--- config.mk ---
export PLATFORM = sky130hd
export DESIGN_NAME = subneg_sequencer
export DESIGN_NICKNAME = d
export VERILOG_FILES = /design/src/rtl/subneg_pkg.sv /design/src/rtl/subneg_sequencer_wait_ctr.sv /design/src/rtl/subneg_sequencer.sv
export SDC_FILE = /design/constraint.sdc
export NUM_CORES = 1
export LEC_CHECK = 0
export ABC_AREA = 0
export CAP_MARGIN = 10
export CORE_UTILIZATION = 49
export DETAILED_ROUTE_END_ITERATION = 10
export GPL_TIMING_DRIVEN = 0
export PLACE_DENSITY = 0.8
export SETUP_SLACK_MARGIN = 0.02
export SLEW_MARGIN = 20
export SYNTH_ARGS = -nofsm -noshare
export SYNTH_HDL_FRONTEND = slang
export SYNTH_SLANG_ARGS = --single-unit
--- constraint.sdc ---
create_clock -name clk_i -period 2.4 [get_ports clk_i]
set_input_delay 0.48 -clock clk_i [delete_from_list [all_inputs] [get_ports clk_i]]
set_output_delay 0.48 -clock clk_i [all_outputs]
set_load 0.01 [all_outputs]
--- src/rtl/subneg_pkg.sv ---
// Shared types for the SUBNEG control sequencer.
//   state_e    : sequencer state encoding (4 bits)
//   addr_sel_e : memory address mux select (PC, PC+1, PC+2, operand A, operand B)
//   SEL_PC_*   : PC source select (PC+3 or branch target C)
package subneg_pkg;

  typedef enum logic [3:0] {
    StIdle   = 4'd0,
    StRdA    = 4'd1,
    StRdB    = 4'd2,
    StRdC    = 4'd3,
    StRdOp1  = 4'd4,
    StRdOp2  = 4'd5,
    StWrite  = 4'd6,
    StBranch = 4'd7,
    StPause  = 4'd8,
    StHalt   = 4'd9
  } state_e;

  typedef enum logic [2:0] {
    AddrPc  = 3'd0,
    AddrPc1 = 3'd1,
    AddrPc2 = 3'd2,
    AddrOpa = 3'd3,
    AddrOpb = 3'd4
  } addr_sel_e;

  localparam logic SEL_PC_INC = 1'b0;
  localparam logic SEL_PC_C   = 1'b1;

endpackage

--- src/rtl/subneg_sequencer_wait_ctr.sv ---
// Memory-latency wait counter.
//   clk_i  : clock
//   rst_i  : synchronous reset, active high
//   clr_i  : return the count to 0 on the next edge
//   done_o : count has reached MEM_LAT (constantly 1 when MEM_LAT = 0)
module subneg_wait_ctr #(
  parameter int unsigned MEM_LAT = 1
) (
  input  logic clk_i,
  input  logic rst_i,
  input  logic clr_i,
  output logic done_o
);

  localparam int unsigned W = (MEM_LAT > 0) ? $clog2(MEM_LAT + 1) : 1;

  logic [W-1:0] cnt_d, cnt_q;

  always_comb begin
    cnt_d = clr_i ? '0 : cnt_q + W'(1);
  end

  always_ff @(posedge clk_i) begin
    if (rst_i) begin
      cnt_q <= '0;
    end else begin
      cnt_q <= cnt_d;
    end
  end

  assign done_o = (cnt_q == W'(MEM_LAT));

endmodule

--- src/rtl/subneg_sequencer.sv ---
// Control sequencer for the SUBNEG core: mem[B] <- mem[B] - mem[A]; if negative PC <- C,
// else PC <- PC+3. Drives datapath strobes, tolerates read latency, supports start/stop,
// single-step, self-loop halt and a saturating retired-instruction counter.
//   clk_i, rst_i           : clock, synchronous active-high reset
//   start_i, stop_i        : run control (stop is latched until the next IDLE entry)
//   step_mode_i, step_i    : pause after every instruction / run one more from PAUSE
//   neg_i, self_loop_i     : datapath flags, sampled in BRANCH
//   addr_sel_o, mem_rd_o, mem_wr_o : memory address select, read and write enables
//   ld_{a,b,c,op1,op2}_o   : operand register load strobes
//   write_pc_o, sel_pc_o   : PC update enable and source
//   busy_o, halted_o       : status
//   instr_count_o          : retired instructions, saturating
module subneg_sequencer
  import subneg_pkg::*;
#(
  parameter int unsigned MEM_LAT           = 1,
  parameter int unsigned CNT_W             = 32,
  parameter bit          HALT_ON_SELF_LOOP = 1'b1
) (
  input  logic             clk_i,
  input  logic             rst_i,
  input  logic             start_i,
  input  logic             stop_i,
  input  logic             step_mode_i,
  input  logic             step_i,
  input  logic             neg_i,
  input  logic             self_loop_i,
  output logic [2:0]       addr_sel_o,
  output logic             mem_rd_o,
  output logic             mem_wr_o,
  output logic             ld_a_o,
  output logic             ld_b_o,
  output logic             ld_c_o,
  output logic             ld_op1_o,
  output logic             ld_op2_o,
  output logic             write_pc_o,
  output logic             sel_pc_o,
  output logic             busy_o,
  output logic             halted_o,
  output logic [CNT_W-1:0] instr_count_o
);

  state_e           state_d, state_q;
  logic             stop_d, stop_q;
  logic [CNT_W-1:0] cnt_d, cnt_q;
  logic             rd_state, wait_done, halt_now, stop_req;

  assign rd_state = state_q inside {StRdA, StRdB, StRdC, StRdOp1, StRdOp2};
  assign halt_now = HALT_ON_SELF_LOOP && neg_i && self_loop_i;
  assign stop_req = stop_i || stop_q;

  // Counter restarts at every read-state entry: cleared outside reads and on the last wait cycle.
  subneg_wait_ctr #(
    .MEM_LAT(MEM_LAT)
  ) u_wait_ctr (
    .clk_i (clk_i),
    .rst_i (rst_i),
    .clr_i (!rd_state || wait_done),
    .done_o(wait_done)
  );

  always_comb begin
    state_d = state_q;
    unique case (state_q)
      StIdle:   if (!stop_req && start_i) state_d = StRdA;
      StRdA:    if (wait_done) state_d = StRdB;
      StRdB:    if (wait_done) state_d = StRdC;
      StRdC:    if (wait_done) state_d = StRdOp1;
      StRdOp1:  if (wait_done) state_d = StRdOp2;
      StRdOp2:  if (wait_done) state_d = StWrite;
      StWrite:  state_d = StBranch;
      StBranch: begin
        if (halt_now)         state_d = StHalt;
        else if (stop_q)      state_d = StIdle;
        else if (step_mode_i) state_d = StPause;
        else                  state_d = StRdA;
      end
      StPause: begin
        if (stop_req)    state_d = StIdle;
        else if (step_i) state_d = StRdA;
      end
      StHalt:   state_d = StHalt;
      default:  state_d = StIdle;
    endcase
  end

  // Stop request survives until the sequencer actually reaches IDLE.
  assign stop_d = (state_d == StIdle) ? 1'b0 : stop_req;
  assign cnt_d  = (state_q == StBranch && cnt_q != '1) ? cnt_q + CNT_W'(1) : cnt_q;

  always_ff @(posedge clk_i) begin
    if (rst_i) begin
      state_q <= StIdle;
      stop_q  <= 1'b0;
      cnt_q   <= '0;
    end else begin
      state_q <= state_d;
      stop_q  <= stop_d;
      cnt_q   <= cnt_d;
    end
  end

  // Strobes are masked during reset so an aborted instruction never writes memory or PC.
  always_comb begin
    addr_sel_o = AddrPc;
    mem_rd_o   = 1'b0;
    mem_wr_o   = 1'b0;
    ld_a_o     = 1'b0;
    ld_b_o     = 1'b0;
    ld_c_o     = 1'b0;
    ld_op1_o   = 1'b0;
    ld_op2_o   = 1'b0;
    write_pc_o = 1'b0;
    sel_pc_o   = SEL_PC_INC;
    busy_o     = 1'b0;
    halted_o   = 1'b0;
    if (!rst_i) begin
      busy_o   = !(state_q inside {StIdle, StPause, StHalt});
      halted_o = (state_q == StHalt);
      unique case (state_q)
        StRdA:   begin mem_rd_o = 1'b1; addr_sel_o = AddrPc;  ld_a_o   = wait_done; end
        StRdB:   begin mem_rd_o = 1'b1; addr_sel_o = AddrPc1; ld_b_o   = wait_done; end
        StRdC:   begin mem_rd_o = 1'b1; addr_sel_o = AddrPc2; ld_c_o   = wait_done; end
        StRdOp1: begin mem_rd_o = 1'b1; addr_sel_o = AddrOpa; ld_op1_o = wait_done; end
        StRdOp2: begin mem_rd_o = 1'b1; addr_sel_o = AddrOpb; ld_op2_o = wait_done; end
        StWrite: begin mem_wr_o = 1'b1; addr_sel_o = AddrOpb; end
        StBranch: begin
          if (!halt_now) begin
            write_pc_o = 1'b1;
            sel_pc_o   = neg_i ? SEL_PC_C : SEL_PC_INC;
          end
        end
        default: ;
      endcase
    end
  end

  assign instr_count_o = cnt_q;

endmodule

==> flow_summary_export.csv <==
group,metric,value,unit
synth,synth_edf_count,0,
detailed_routing,vias,2277,
synth,synth_async_sr_flop_share,0,%
detailed_routing,via_per_inst,5.96,
global_routing,grt_pass1_wl,9220,um
power,ir_worst_vdd,0.183,mV
worst_setup_path,r2r-start,"instr_count_o[19]$_SDFFE_PP0P_",
global_routing,antenna_found_initial,0,
floorplan,core_area,4140,um^2
synth,synth_flop_cell,"dfxtp_1",
synth,ys_seq_elements,38,
synth,synth_area_per_cell,7.90,um^2
floorplan,die_h,68.7,um
place,dp_hpwl,4180,um
sta,period_share,95.7,%
worst_setup_path,worst-r2r-cell-count,8,
global_routing,grt_max_degree,14,
worst_setup_path,arrival,1.82,ns
worst_setup_path,required,1.92,ns
sta,worstMarginPinSlew,0.536,ns
sta,rsz0062_at_grt,"yes",
worst_setup_path,cp_max_fo,10,
clocking,cts_tree,"yes",
run_status,status,"finished clean",
detailed_routing,routed_wl,5730,um
clocking,cts_sinks,38,
worst_setup_path,endpoint_kind,"output pin",
sta,fin_crit,2.30,ns
clocking,path_clk_slew,0.07,ns
clocking,clock_path_buffers,2,
global_routing,grt_overflow,0,
synth,ys_types,48,
detailed_routing,drc,0,
min_path,min_path_type,"reg2reg",
place,routabilityCongestion,0.854,
sta,slew_viol_final,0,
sta,fmax,435,MHz
worst_setup_path,endpoint,"write_pc_o",
layout,syn2layout_area_growth,33.4,%
layout,final_layout_size_suffix_gt1_share,12.0,%
power,p_per_area,393,nW/um^2
detailed_routing,ant_nets,0,
worst_setup_path,setup.worst_path.start,"state_q[1]$_SDFF_PP0_",
layout,multi_input_area,1330,um^2
synth,synth_area,2180,um^2
worst_setup_path,worst_setup_path_start_kind,"flip-flop",
detailed_routing,drt_iter0_markers,143,
synth,syn_nets,285,
synth,yosysWarnings,0,
worst_setup_path,r2r_slack,0.12,ns
worst_setup_path,rr_endpoint,"instr_count_o[1]$_SDFFE_PP0P_",
sta,hold_viol_final,0,
synth,ys_seq_area_share,34.9,%
sta,slew_headroom,64.3,%
synth,netlist_instances,276,
layout,register_area,790,um^2
layout,fin_cells,382,
global_routing,gr-usage-all-layers,26.2,%
place,port-buffer-count,52,
flow_run,cap_violations,0,
floorplan,io_pins,54,
layout,n_fill_cell,354,
floorplan,floorplan.initialDensity,52.6,%
layout,diodes,0,
sta,finClkSkew,0.00470,ns
place,dpl.cell_count,378,
floorplan,die-area,4720,um^2
floorplan,num_rows,23,
clocking,htree_levels,2,
clocking,numCtsBuffers,5,
detailed_routing,firstDrtPassIters,4,
layout,layout.nets,342,
worst_setup_path,path_class,"reg2out",
floorplan,die_w,68.7,um
power,p_leak,0.927,nW
clocking,holdBufCountCts,0,
clocking,root_buffer,"clkbuf_8",
detailed_routing,post_drt_wl_per_cell,15.0,um
sta,tns,0,ns
sta,finalSetupViolCount,0,
clocking,clk-insertion-delay-late,0.29,ns
global_routing,grt_pass1_vias,2017,
cells in the final DEF, fill, tap and decap left out, types with 3 or more instances in the layout:
cell and count:
o21ai_0 4, and4_1 3, or4_1 10, nor3_1 10, nand2_1 22, o31ai_1 8, nand4_1 10, inv_1 5
clkbuf_4 3, dfxtp_2 8, a21oi_1 26, nor4_1 8, clkbuf_1 4, nor2_1 25, nand3_1 8, dfxtp_1 25
dfxtp_4 5, or3_1 11, nor4b_1 3, nor2b_1 6, clkdlybuf4s50_1 49, buf_4 3, and2_1 5, xnor2_1 7
nand2b_1 5, o21ai_1 10, clkbuf_8 6
flip-flops by register name (all words and copies together), names as in the netlist:
name               count
state_q                4
stop_q                 1
instr_count_o         32
u_wait_ctr.done_o      1
how the worst min path moves through the flow:
stage	startpoint	end	slack, ns	cells after the start
6_report	instr_count_o[8]$_SDFFE_PP0P_	instr_count_o[8]$_SDFFE_PP0P_	0.51	2
5_1_grt	instr_count_o[21]$_SDFFE_PP0P_	instr_count_o[21]$_SDFFE_PP0P_	0.54	2
4_1_cts	instr_count_o[31]$_SDFFE_PP0P_	instr_count_o[31]$_SDFFE_PP0P_	0.51	2
3_5_place_dp	instr_count_o[31]$_SDFFE_PP0P_	instr_count_o[31]$_SDFFE_PP0P_	0.50	2
3_3_place_gp	instr_count_o[12]$_SDFFE_PP0P_	instr_count_o[12]$_SDFFE_PP0P_	0.50	2
2_1_floorplan	u_wait_ctr.done_o$_SDFF_PP0_	u_wait_ctr.done_o$_SDFF_PP0_	0.47	1
per-layer routing:
layer,vias to the layer above,global-route usage (%),wire length (um)
li1,1135,-,-
met1,1058,32.2,2500
met2,76,44.7,2800
met3,8,4.44,341
met4,0,11.5,84
met5,-,0,0
power by group:
part	internal, W	total (W)	switching [W]
sequential	0.000630	0.000637	0.00000788
clock	0.000222	0.000434	0.000213
combinational	0.0000321	0.0000711	0.0000390
total	0.000883	0.00114	0.000259
stage by stage:
step / cell area, um^2 / power (W) / worst slack (ns) / hold WS (ns) / utilization, %
final: 2910 / 0.00114 / 0.102 / 0.512 / 70.2
after detailed placement: 2760 / 0.000725 / -0.399 / 0.495 / 66.7
after global placement: 2760 / 0.000724 / -0.326 / 0.498 / 66.7
after global routing: 2910 / 0.00118 / -0.00414 / 0.539 / 70.2
after floorplan: 2180 / 0.000695 / 0.178 / 0.472 / -
after CTS: 2850 / 0.00116 / 0.0601 / 0.510 / 68.8
logic make-up (layout without fill, tap and decap cells):
| family | Yosys count | in the layout | share of synthesized area (%) |
|---|---|---|---|
| AO/OA/AOI/OAI | 59 | 59 | 16.8 |
| XOR/XNOR | 8 | 8 | 3.21 |
| adder cells (fa/ha/maj) | 1 | 1 | 0.574 |
| buffers and inverters | 23 | 79 | 4.88 |
| flip-flops | 38 | 38 | 34.9 |
| multiplexers | 6 | 6 | 3.33 |
| AND/OR/NAND/NOR | 141 | 141 | 36.4 |
synthesized netlist by cell type (2+ instances only):
library cell	number	area, um^2
mux2_1	2	22.5
inv_1	5	18.8
o21ai_1	10	50.1
and2_1	5	31.3
or2_2	2	12.5
or2_1	2	12.5
mux2i_1	2	20.0
nand2_1	22	82.6
dfxtp_1	38	761
o21ai_0	4	20.0
xnor2_1	7	61.3
o21bai_1	2	15.0
or3_1	11	68.8
nand2b_1	5	31.3
nor2b_1	6	37.5
nand3_1	8	40.0
and3_1	2	12.5
nor3_1	10	50.1
and4_1	4	35.0
nor2_1	25	93.8
a21oi_1	26	130
nor4b_1	3	26.3
clkbuf_1	14	52.6
nand4_1	10	62.6
nor3b_1	3	22.5
o31ai_1	8	60.1
buf_6	2	22.5
nor4_1	8	50.1
mux2_4	2	30.0
or4_1	10	75.1
cell type report:
type	instances	share of cell area [%]
multi-input cells	215	45.7
flip-flops and latches	38	27.1
repair buffers	54	18.4
plain buffers	14	3.14
clock buffers	6	2.84
well taps	50	2.15
inverters	5	0.645
worst max-delay path, stage by stage, from the launching register on:
cell             delay, ns
dfxtp_2               0.40
clkbuf_4              0.22
nand4b_1              0.13
nor3_1                0.21
clkdlybuf4s50_1       0.57
timing repair:
action	4_1_cts	5_1_grt
gates resized for setup	16	20
setup buffers	0	2
pin swaps	1	1
setup endpoints to repair	15	15
Note: power is estimated with default switching activity, not from simulation.
